--- config.mk ---
export PLATFORM = sky130hd
export DESIGN_NAME = mcp3_req_queue008
export DESIGN_NICKNAME = d
export VERILOG_FILES = /design/src/rtl/mcp3_req_queue008_pkg.sv /design/src/rtl/mcp3_req_queue008_fifo2.sv /design/src/rtl/mcp3_req_queue008.sv
export SDC_FILE = /design/constraint.sdc
export NUM_CORES = 1
export LEC_CHECK = 0
export ABC_CLOCK_PERIOD_IN_PS = 2900
export CORE_UTILIZATION = 49
export CTS_CLUSTER_DIAMETER = 30
export CTS_CLUSTER_SIZE = 40
export DETAILED_ROUTE_END_ITERATION = 7
export MAX_ROUTING_LAYER = met4
export PLACE_DENSITY = 0.88
export SLEW_MARGIN = 20
export SYNTH_ARGS = -nofsm -noshare
export SYNTH_HDL_FRONTEND = slang
export SYNTH_SLANG_ARGS = --single-unit
--- constraint.sdc ---
create_clock -name clock -period 2.9 [get_ports clock]
set_clock_uncertainty 0.15 [all_clocks]
set_input_delay 0.435 -clock clock [delete_from_list [all_inputs] [get_ports clock]]
set_output_delay 0.435 -clock clock [all_outputs]
set_load 0.005 [all_outputs]
--- src/rtl/mcp3_req_queue008_pkg.sv ---
// Shared sizing and types for the per-source request queue
// feeding the 8-way round-robin arbiter.
package mcp3_req_queue008_pkg;

    localparam int NUM_SRC    = 8;
    localparam int SRC_ID_W   = 3;
    localparam int FIFO_DEPTH = 2;

    typedef logic [1:0] cnt_t;

    localparam cnt_t CNT_EMPTY = 2'd0;
    localparam cnt_t CNT_FULL  = 2'(FIFO_DEPTH);

endpackage

--- src/rtl/mcp3_req_queue008_fifo2.sv ---
// Two-entry command FIFO for one source; exposes occupancy flags
// and the head payload straight from the registers.
module mcp3_req_queue008_fifo2
    import mcp3_req_queue008_pkg::*;
#(
    parameter int W = 64
) (
    input  logic         clock,
    input  logic         reset,
    input  logic         valid_i,
    input  logic [W-1:0] data_i,
    input  logic         clear_i,
    output logic         ready_o,
    output logic         nempty_o,
    output logic         full_o,
    output logic         pop_err_o,
    output logic [W-1:0] head_o
);

    logic [W-1:0] data_q [FIFO_DEPTH];
    logic         rd_ptr_q, rd_ptr_d;
    logic         wr_ptr_q, wr_ptr_d;
    cnt_t         count_q, count_d;
    logic         push, pop;

    assign ready_o   = (count_q != CNT_FULL);
    assign nempty_o  = (count_q != CNT_EMPTY);
    assign full_o    = (count_q == CNT_FULL);
    assign push      = valid_i & ready_o;
    assign pop       = clear_i & nempty_o;
    assign pop_err_o = clear_i & ~nempty_o;
    assign head_o    = data_q[rd_ptr_q];

    always_comb begin
        rd_ptr_d = rd_ptr_q ^ pop;
        wr_ptr_d = wr_ptr_q ^ push;
        count_d  = count_q;
        if (push && !pop) begin
            count_d = count_q + 2'd1;
        end else if (pop && !push) begin
            count_d = count_q - 2'd1;
        end
    end

    always_ff @(posedge clock or posedge reset) begin
        if (reset) begin
            rd_ptr_q <= 1'b0;
            wr_ptr_q <= 1'b0;
            count_q  <= CNT_EMPTY;
        end else begin
            rd_ptr_q <= rd_ptr_d;
            wr_ptr_q <= wr_ptr_d;
            count_q  <= count_d;
        end
    end

    // Payload storage is qualified by count, so it needs no reset.
    always_ff @(posedge clock) begin
        if (push) begin
            data_q[wr_ptr_q] <= data_i;
        end
    end

endmodule

--- src/rtl/mcp3_req_queue008.sv ---
// Upstream request stage for mcp3_arb008: eight 2-entry FIFOs,
// request flags to the arbiter, winner head mux and error flag.
module mcp3_req_queue008
    import mcp3_req_queue008_pkg::*;
#(
    parameter int DATA_WIDTH = 64
) (
    input  logic                          clock,
    input  logic                          reset,
    input  logic [NUM_SRC-1:0]            src_valid,
    output logic [NUM_SRC-1:0]            src_ready,
    input  logic [NUM_SRC*DATA_WIDTH-1:0] src_data,
    output logic [NUM_SRC-1:0]            req_bus,
    output logic [NUM_SRC-1:0]            req_bus_2pending,
    input  logic [NUM_SRC-1:0]            req_clear,
    input  logic                          winner_valid,
    input  logic [SRC_ID_W-1:0]           winner,
    output logic                          out_valid,
    output logic [DATA_WIDTH-1:0]         out_data,
    output logic                          err_clear_empty
);

    logic [DATA_WIDTH-1:0] head [NUM_SRC];
    logic [NUM_SRC-1:0]    pop_err;
    logic                  err_q, err_d;

    for (genvar i = 0; i < NUM_SRC; i++) begin : g_fifo
        mcp3_req_queue008_fifo2 #(
            .W(DATA_WIDTH)
        ) u_fifo (
            .clock    (clock),
            .reset    (reset),
            .valid_i  (src_valid[i]),
            .data_i   (src_data[i*DATA_WIDTH +: DATA_WIDTH]),
            .clear_i  (req_clear[i]),
            .ready_o  (src_ready[i]),
            .nempty_o (req_bus[i]),
            .full_o   (req_bus_2pending[i]),
            .pop_err_o(pop_err[i]),
            .head_o   (head[i])
        );
    end

    always_comb begin
        out_valid = winner_valid & req_bus[winner];
        out_data  = '0;
        if (out_valid) begin
            out_data = head[winner];
        end
    end

    assign err_d           = err_q | (|pop_err);
    assign err_clear_empty = err_q;

    always_ff @(posedge clock or posedge reset) begin
        if (reset) begin
            err_q <= 1'b0;
        end else begin
            err_q <= err_d;
        end
    end

endmodule
Yosys cells after proc, flatten, opt, wreduce, memory -nomap -nowiden
Memories as Yosys holds them, arrays and structs flattened.
Index checks and enable logic that the tools add are counted.
W data, S select, Z words.
{ "classes": {"add_sub_neg": 16, "order_cmp": 2, "eq_ne": 16, "mux": 38, "bitwise_logic": 51, "reduce_logical": 49} }
{ "op_table": {"columns": ["op", "n"], "rows": [
  ["$bmux W64 S3", 1],
  ["$mux W64", 3],
  ["$mux W2", 16],
  ["$reduce_bool A2 Y1", 16],
  ["$and A1 B1 Y1", 25],
  ["$mux W1", 17],
  ["$add A2 B1 Y2 const B", 8],
  ["$eq A2 B2 Y1 const B", 8],
  ["$logic_and A1 B1 Y1", 16],
  ["$logic_not A1 Y1", 16],
  ["$ne A2 B2 Y1 const B", 8],
  ["$sub A2 B1 Y2 const B", 8],
  ["$xor A1 B1 Y1", 16],
  ["$not A1 Y1", 8],
  ["$reduce_or A8 Y1", 1],
  ["$ge A4 B4 Y1 const B", 1],
  ["$lt A3 B4 Y1 const B", 1],
  ["$not A3 Y4", 1],
  ["$bmux W1 S3", 1],
  ["$or A1 B1 Y1", 1]
]} }
{ "word_totals": {"register_bits": 33, "mem_bits_rw": 1024, "input_bits": 534, "out_inout_bits": 90, "memories": 8} }
{ "mem_list": {"columns": ["memory", "words", "word_bits", "read_ports", "rd_ports_with_merged_regs", "wr", "line_no", "source"], "rows": [
  ["g_fifo[0].u_fifo.data_q", 2, 64, 1, 0, 1, "mcp3_req_queue008_fifo2.sv:20", "logic [W-1:0] data_q [FIFO_DEPTH];"],
  ["g_fifo[1].u_fifo.data_q", 2, 64, 1, 0, 1, "mcp3_req_queue008_fifo2.sv:20", null],
  ["g_fifo[2].u_fifo.data_q", 2, 64, 1, 0, 1, "mcp3_req_queue008_fifo2.sv:20", null],
  ["g_fifo[3].u_fifo.data_q", 2, 64, 1, 0, 1, "mcp3_req_queue008_fifo2.sv:20", null],
  ["g_fifo[4].u_fifo.data_q", 2, 64, 1, 0, 1, "mcp3_req_queue008_fifo2.sv:20", null],
  ["g_fifo[5].u_fifo.data_q", 2, 64, 1, 0, 1, "mcp3_req_queue008_fifo2.sv:20", null],
  ["2 more memories", null, null, null, null, null, null, null]
]} }

Depth between registers and ports, before layout
Gate-level depths: netlist of run 1.
{ "depth": {"word_depth": 6, "mapped_depth": 7, "mapped_depth_nobuf": 7} }

Hierarchy
Synthesis of run 1 repeated with hierarchy kept, for this count alone.
{ "hier_totals": {"hier_cells": 2088, "hier_area_um2": 44679.1} }
{ "by_module_without_submodules": {"columns": ["module", "n_inst", "cells_each", "area_each_um2"], "rows": [
  ["mcp3_req_queue008_fifo2", 8, 221, 5046.1],
  ["mcp3_req_queue008", 1, 320, 4310.4]
]} }

Least setup slack after synthesis of run 1
OpenSTA, ideal clock, no wires.
{ "synth_timing": {"path_type": "reg2reg", "from": "register g_fifo[2].u_fifo.count_q[0]", "to": "memory g_fifo[2].u_fifo.data_q[1][0], enable pin", "arrival_ns": 2.257, "required_ns": 2.321, "path_slack_ns": 0.064, "stages_incl_launch_ff": 4, "path_buffers": 0, "synth_period_minus_slack_ns": 2.836, "cell_sequence": "dfrtp_1 > nand2b_1 > and2_1 > ha_1"} }
{ "synth_via": {"elab_chain_len": 4} }
{ "synth_rtl": {"columns": ["element", "line_no", "source"], "rows": [
  ["start, declared", "mcp3_req_queue008_fifo2.sv:23", "cnt_t count_q, count_d;"],
  ["start signal, assigned", "mcp3_req_queue008_fifo2.sv:53", "count_q <= count_d;"],
  ["$ne A2 B2 Y1", "mcp3_req_queue008_fifo2.sv:26", "assign ready_o = (count_q != CNT_FULL);"],
  ["net g_fifo[2].u_fifo.ready_o", "mcp3_req_queue008_fifo2.sv:13", "output logic ready_o,"],
  ["$and A1 B1 Y1", "mcp3_req_queue008_fifo2.sv:29", "assign push = valid_i & ready_o;"],
  ["$mux W1", "mcp3_req_queue008_fifo2.sv:59", "if (push) begin"],
  ["$mux W1 (implied by the code)", "mcp3_req_queue008_fifo2.sv:60", "data_q[wr_ptr_q] <= data_i;"],
  ["end, declared", "mcp3_req_queue008_fifo2.sv:20", null]
]} }
The timed path passes the listed nets, and every way through them passes these cells.

Worst setup path in the final report of run 1
{ "layout_timing": {"from": "register g_fifo[5].u_fifo.rd_ptr_q", "to": "output port out_data[13]"} }
{ "layout_via": {"elab_chain_len": 5} }
{ "layout_rtl": {"columns": ["element", "line_no", "source"], "rows": [
  ["start, declared", "mcp3_req_queue008_fifo2.sv:21", "logic rd_ptr_q, rd_ptr_d;"],
  ["start signal, assigned", "mcp3_req_queue008_fifo2.sv:51", "rd_ptr_q <= rd_ptr_d;"],
  ["$mem_v2 Z2 W64", null, null],
  ["$bmux W64 S3", "mcp3_req_queue008.sv:48", "out_data = head[winner];"],
  ["$mux W64 (implied by the code) (2 in a row)", "mcp3_req_queue008.sv:48", null],
  ["$mux W64", "mcp3_req_queue008.sv:47", "if (out_valid) begin"],
  ["end, declared", "mcp3_req_queue008.sv:19", "output logic [DATA_WIDTH-1:0] out_data,"]
]} }
No other way between the ends. The select of a mux whose other input is x is not followed.

==> run_results.csv, run 1 <==
group,metric,value,unit
global_routing,antenna_found_initial,46,
worst_setup_path,arrival,3060,ps
worst_setup_path,r2r_start,"g_fifo[2].u_fifo.count_q[0]",
outcome,status,"finished with violations",
clock_network,clk_pin_slew,60,ps
sta,setup_ws,-747,ps
sta,setup_viol,65,
layout,drive_gt1_share,27.4,%
worst_setup_path,cp_slowest_stage_delay,500,ps
logic_synthesis,synth_largest_area_cell,"edfxtp_1",
logic_synthesis,syn_area,42100,um^2
routing,vias,30200,
layout,finalNonFillerCells,4857,
hold_path,whs_path_depth,1,
placed_design,port-buffer-count,623,
logic_synthesis,ys_types,34,
pwr,ir_drop,0.767,mV
pwr,p_int,0.0437,W
sta,worstMarginPinSlew,724,ps
worst_setup_path,crit_chain,"buf_4, buf_4, mux2i_1, a221oi_1, o21ai_1, a21oi_2, buf_2",
clock_network,clock_path_buffers,3,
global_routing,grt_overflow,0,
worst_setup_path,path_buf_inv,3,
worst_setup_path,cp_max_fo,12,
routing,drtAntennaViolNets,0,
routing,dr.pass1.iters,6,
placed_design,dp_hpwl,104000,um
sta,min_period,3650,ps
sta,finalHoldViolCount,0,
global_routing,grt_pass1_wl,228000,um
floorplan,placeableCoreArea,85100,um^2
floorplan,die_height,295,um
pwr,cellLeakagePower,22.9,nW
logic_synthesis,ys_seq_area_share,75.0,%
worst_setup_path,critical-path-top-delay-family,"compound AO/OA/AOI/OAI gates",
worst_setup_path,cpMaxStageDelayCell,"dfrtp_4",
routing,wl_per_cell,35.2,um
logic_synthesis,yosys_register_bits,1057,
layout,final_cell_area,61200,um^2
logic_synthesis,syn_inst,2467,
layout,nets,4062,
clock_network,cts_tree,"yes",
worst_setup_path,worstPathRequired,2320,ps
sta,relSlewSlack,50.4,%
pwr,pwr-share-clk,33.9,%
clock_network,numClockSinks,1057,
pwr,switchingPower,0.0213,W
placed_design,dp_cells,4372,
clock_network,htreeDepth,4,
routing,routed_via_density,6.22,
sta,rsz0062_at_grt,"yes",
routing,drt_iter0_markers,3689,
placed_design,gp_congestion,0.967,
hold_path,hold_path_class,"in2reg",
outcome,violations,"negative setup slack",
sta,fmax,274,MHz
worst_setup_path,path_common_cell,"buf_4",
worst_setup_path,start_kind,"flop",
layout,syn_to_final_growth,45.4,%
logic_synthesis,yosysTopAreaCellShare,73.1,%
flow_run,maxCapViolations,0,
logic_synthesis,yosys_warnings,0,
global_routing,grt_max_degree,52,
sta,min_period_over_period,126,%
clock_network,cts-buffers-inserted,179,
layout,nFillCells,4756,
pwr,switching_share,32.7,%
logic_synthesis,synthesis.nets,3025,
floorplan,start_util,49.4,%
floorplan,rows,107,
sta,finalSetupTns,-33590,ps
worst_setup_path,reg2reg_to,"g_fifo[2].u_fifo.data_q[1][44]",
global_routing,grt_usage,39.2,%
routing,drc,0,
placed_design,placed_area,52200,um^2
worst_setup_path,r2r_cells,5,
hold_path,hold-path-endpoint,"g_fifo[3].u_fifo.data_q[0][15]",
floorplan,die_width,295,um
pwr,p_comb_share,31.7,%
worst_setup_path,reg2reg_slack,340,ps
clock_network,root_buffer,"clkbuf_16",
logic_synthesis,syn_avg_cell_area,17.1,um^2
clock_network,insertion_delay,770,ps
sta,finalMaxSlewViolations,0,
pwr,power_frac_seq,34.5,%
pwr,p_per_area,1060,nW/um^2
worst_setup_path,path_class,"reg2out",
hold_path,hold_start,"src_data[207]",
routing,routed_wl,171000,um
floorplan,io_pins,624,
logic_synthesis,synth.area.top_cells,"edfxtp_1 (73%), mux2i_1 (14%), dfrtp_1 (2.0%), nand2_1 (1.8%), a221oi_1 (1.4%)",
floorplan,dieArea,87000,um^2
worst_setup_path,crit_path_end_kind,"output pin",
global_routing,grt_pass1_vias,31300,
-- stage by stage --
step | util [%] | hold WS, ps | power [W] | worst slack, ps
3_5_place_dp | 61.3 | 342 | 0.0386 | -626
3_3_place_gp | 61.3 | 319 | 0.0379 | -673
4_1_cts | 71.1 | 55.0 | 0.0631 | -602
5_1_grt | 71.8 | 66.2 | 0.0661 | -724
6_report | 71.9 | 84.7 | 0.0649 | -747
2_1_floorplan | - | 314 | 0.0304 | 63.9
-- worst register-to-register path: cells and delay by family, from the launching register on --
kind / cells / cell delay [ps]
fa+ha+maj: 1 / 460
buf+inv: 2 / 540
flops: 1 / 410
simple gates: 2 / 680
-- state kept, by name, indices dropped and copies added, names as in the netlist --
name                    cells
g_fifo.u_fifo.data_q     1024
g_fifo.u_fifo.count_q      16
g_fifo.u_fifo.rd_ptr_q      8
g_fifo.u_fifo.wr_ptr_q      8
err_clear_empty             1
-- area by class of cell --
cell class | instances | area, um^2 | share of cell area, %
antenna | 56 | 140 | 0.229
clock buffer | 193 | 4600 | 7.51
clock inverter | 141 | 1660 | 2.71
inverter | 37 | 144 | 0.235
multi-input combinational | 1214 | 11300 | 18.5
sequential | 1057 | 31600 | 51.7
tap | 1144 | 1430 | 2.34
timing repair buffer | 1015 | 10300 | 16.8
-- timing repair --
item,CTS,global route
pin swaps,50,18
buffers inserted,74,29
gates resized for setup,595,75
cloned,8,1
endpoints found under the setup margin,65,65
hold endpoints to repair,33,0
hold buffers,1,0
-- per-layer routing --
metal	global-route usage [%]	up-vias	wire length [um]
met5	-	-	0
met1	40.4	14800	52700
met2	63.6	2760	82000
met3	12.3	823	20600
li1	-	11800	-
met4	27.8	0	15400
-- power groups by stage --
stage	clock network, W	registers, W	logic, W
3_3_place_gp	0	0.0223	0.0156
6_report	0.0220	0.0224	0.0206
2_1_floorplan	0	0.0220	0.00831
5_1_grt	0.0226	0.0226	0.0209
3_5_place_dp	0	0.0225	0.0161
4_1_cts	0.0218	0.0222	0.0191
-- placed cells by master, fill, tap and decap left out, drive strengths merged, types with 35 or more instances in the layout --
cell and instances:
a221oi 69, mux2i 572, clkinv 58, edfxtp 1024, clkbuf 194, diode 56, o21ai 68, inv 70
a21oi 35, clkdlybuf4s50 555, nand2 207, buf 457, nand3 77
-- Yosys cell counts --
library cell     n
a21oi_1         35
a221oi_1        69
a222oi_1         1
a22o_1           1
a31oi_1          8
a31oi_2         10
a32oi_1         18
a41oi_1         12
and2_1           9
buf_1            4
buf_2           63
buf_4           24
buf_6            2
clkbuf_1        66
dfrtp_1         33
edfxtp_1      1024
ha_1            24
inv_1           34
inv_2            3
mux2_2           8
mux2i_1        572
mux4_2           2
nand2_1        207
nand2b_1        10
nand3_1         77
nor2_1          21
nor2b_1          2
o211ai_1         8
o21ai_0         68
o22a_1           1
o22ai_1         18
or2_2            1
xnor2_1         16
xor2_1          16
-- worst max path at each step --
stage / startpoint / endpoint / slack, ps / depth (start not counted)
after CTS: g_fifo[4].u_fifo.count_q[1] / out_data[35] / -600 / 8
after global routing: g_fifo[5].u_fifo.rd_ptr_q / out_data[13] / -720 / 7
final: g_fifo[5].u_fifo.rd_ptr_q / out_data[13] / -750 / 7
after detailed placement: winner[0] / out_data[50] / -630 / 9
after floorplan: g_fifo[2].u_fifo.count_q[0] / g_fifo[2].u_fifo.data_q[1][0] / 60 / 3
after global placement: g_fifo[3].u_fifo.rd_ptr_q / out_data[57] / -670 / 8
-- kinds of logic (layout without fill, tap and decap cells) --
family	Yosys count	count (layout)	synth area share [%]
other cells	0	56	0
compound gates	249	249	4.18
simple gates	327	327	3.28
flops	1057	1057	75.0
buf+inv	196	1386	2.19
xor+xnor	32	32	0.666
fa+ha+maj	24	24	0.714
mux	582	582	13.9
No activity file was read; power rests on OpenSTA's default activity.
==> inputs of run 2 (changes only) <==
--- a/config.mk
+++ b/config.mk
@@ -6,12 +6,12 @@
 export NUM_CORES = 1
 export LEC_CHECK = 0
 export ABC_CLOCK_PERIOD_IN_PS = 2900
-export CORE_UTILIZATION = 49
+export CORE_UTILIZATION = 51
+export CTS_BUF_LIST = sky130_fd_sc_hd__clkbuf_4 sky130_fd_sc_hd__clkbuf_8
 export CTS_CLUSTER_DIAMETER = 30
-export CTS_CLUSTER_SIZE = 40
 export DETAILED_ROUTE_END_ITERATION = 7
 export MAX_ROUTING_LAYER = met4
-export PLACE_DENSITY = 0.88
+export PLACE_DENSITY = 0.91
 export SLEW_MARGIN = 20
 export SYNTH_ARGS = -nofsm -noshare
 export SYNTH_HDL_FRONTEND = slang
==> run 2 against run 1 <==
- the flow still finishes with violations (negative setup slack)
- design area is 2.1% higher
- register-to-register slack better by 160 ps
- routed wire length is 5.0% higher
- core utilization is 5.2 points higher
- highest routed layer unchanged
==> run_results.csv, run 2 (synthesis results as in run 1) <==
group,metric,value,unit
floorplan,placeableCoreArea,81100,um^2
global_routing,grt_util_met2,67.7,%
clock_network,numClockSinks,1057,
layout,drive_gt1_share,25.1,%
routing,drtAntennaViolNets,0,
global_routing,grt_overflow,0,
floorplan,start_util,51.9,%
sta,relSlewSlack,23.5,%
outcome,violations,"negative setup slack",
routing,drc,0,
clock_network,htreeDepth,4,
pwr,cellLeakagePower,23.5,nW
outcome,status,"finished with violations",
routing,routed_wl,179000,um
placed_design,pre_cts_ws,-538,ps
placed_design,dp_cells,4296,
layout,reg_top3,"g_fifo.u_fifo.data_q x1024, g_fifo.u_fifo.count_q x16",
global_routing,gr-usage-met3,9.94,%
global_routing,busiest_layer,"met2",
layout,final_cell_area,62500,um^2
sta,min_period,3660,ps
pwr,ir_drop,0.735,mV
layout,nets,4441,
layout,finalNonFillerCells,5170,
floorplan,die_width,289,um
layout,largest_reg_flops,1024,
clock_network,insertion_delay,880,ps
placed_design,dp_hpwl,106000,um
placed_design,gp_congestion,0.976,
global_routing,grt_pass1_wl,236000,um
routing,vias,32400,
floorplan,io_pins,624,
global_routing,grt_usage,42.1,%
clock_network,root_buffer,"clkbuf_8",
sta,setup_viol,65,
sta,fmax,273,MHz
routing,routed_via_density,6.26,
worst_setup_path,cp_max_fo,11,
layout,final_common_cell,"edfxtp_1",
worst_setup_path,start_kind,"flop",
clock_network,cts_tree,"yes",
layout,largest-register,"g_fifo.u_fifo.data_q",
placed_design,placed_area,52200,um^2
global_routing,grt_max_degree,44,
clock_network,clk_pin_slew,70,ps
routing,drt_iter0_markers,4228,
worst_setup_path,worstPathRequired,2320,ps
floorplan,die_height,289,um
floorplan,dieArea,83600,um^2
layout,layout_common_cells,"edfxtp_1 (1,024), clkdlybuf4s50_1 (552), mux2i_1 (529)",
worst_setup_path,path_class,"reg2out",
floorplan,rows,104,
clock_network,clock_path_buffers,3,
global_routing,antenna_found_initial,32,
worst_setup_path,crit_path_end_kind,"output pin",
routing,wl_per_cell,34.7,um
layout,nFillCells,4000,
sta,rsz0062_at_grt,"yes",
layout,postLayoutCoreUtil,77.1,%
flow_run,maxCapViolations,0,
global_routing,grtUsageMet1,44.4,%
hold_path,hold_path_class,"in2reg",
sta,setup_ws,-761,ps
sta,min_period_over_period,126,%
layout,syn_to_final_growth,48.5,%
pwr,p_per_area,947,nW/um^2
sta,finalMaxSlewViolations,0,
worst_setup_path,arrival,3080,ps
placed_design,port-buffer-count,623,
sta,worstMarginPinSlew,1150,ps
pwr,finalPower,0.0592,W
sta,finalHoldViolCount,0,
global_routing,grt_pass1_vias,33400,
clock_network,cts-buffers-inserted,191,
routing,dr.pass1.iters,5,
-- run 2: cell types whose count changed in the layout (fill, tap and decap cells not counted), sizes merged, moves of 9 or more --
cell | before | now
clkbuf | 194 | 252
clkinvlp | 27 | 17
inv | 70 | 43
clkinv | 58 | 67
diode | 56 | 65
dlygate4sd3 | 1 | 364
-- run 2: final timing paths --
path                                             startpoint                        endpoint  slack, ps  cells past startpoint
worst max-delay path              g_fifo[3].u_fifo.rd_ptr_q                    out_data[36]       -760                      6
worst min-delay path                          src_data[266]  g_fifo[4].u_fifo.data_q[0][10]         10                      1
worst max register to register  g_fifo[0].u_fifo.count_q[0]  g_fifo[0].u_fifo.data_q[1][16]        500                      6
worst min register to register  g_fifo[2].u_fifo.count_q[1]     g_fifo[2].u_fifo.count_q[1]        430                      2
max in group asynchronous                             reset       g_fifo[5].u_fifo.rd_ptr_q       1600                      4
min in group asynchronous                             reset     g_fifo[7].u_fifo.count_q[0]        580                      4
-- run 2: metrics by stage --
step / hold WS, ps / TNS, ps
CTS: 0.337 / -37950
global route: -7.30 / -40260
detailed placement: 371 / -23100
global placement: 331 / -21040
floorplan: 314 / 0
finish: 13.6 / -38580
-- run 2: power breakdown --
part           internal (W)  total, W  leakage [nW]  switching, W
Clock               0.00851    0.0155          2.10       0.00697
Combinational       0.00911    0.0212          11.5        0.0121
Sequential           0.0210    0.0224          9.89       0.00147
-- run 2: layout make-up --
class | count | area, um^2 | share of cell area [%]
diodes | 65 | 163 | 0.260
clock buffers | 249 | 3110 | 4.97
clock inverters | 106 | 992 | 1.59
inverters | 37 | 144 | 0.230
multi-input cells | 1215 | 11300 | 18.1
flip-flops and latches | 1057 | 31600 | 50.6
well taps | 1060 | 1330 | 2.12
repair buffers | 1381 | 13900 | 22.2
-- run 2: repair_timing --
action,4_1_cts,5_1_grt
pin swaps,43,40
endpoints found under the setup margin,65,66
resized for setup,492,131
gates cloned,5,2
hold buffers,364,0
hold endpoints to repair,738,0
setup buffers,70,25
-- run 2: layer usage --
layer / wire [um] / share of wire (%)
met5: 0 / 0
met4: 17600 / 9.8
met3: 22500 / 13
met2: 85400 / 48
met1: 53900 / 30
-- run 2: worst max-delay path, cell delays in order, from the launching register on --
cell and delay [ps]:
dfrtp_4 560, buf_12 200, mux2i_1 790, a221oi_4 180
o21ai_2 200, a21oi_2 100, buf_2 140
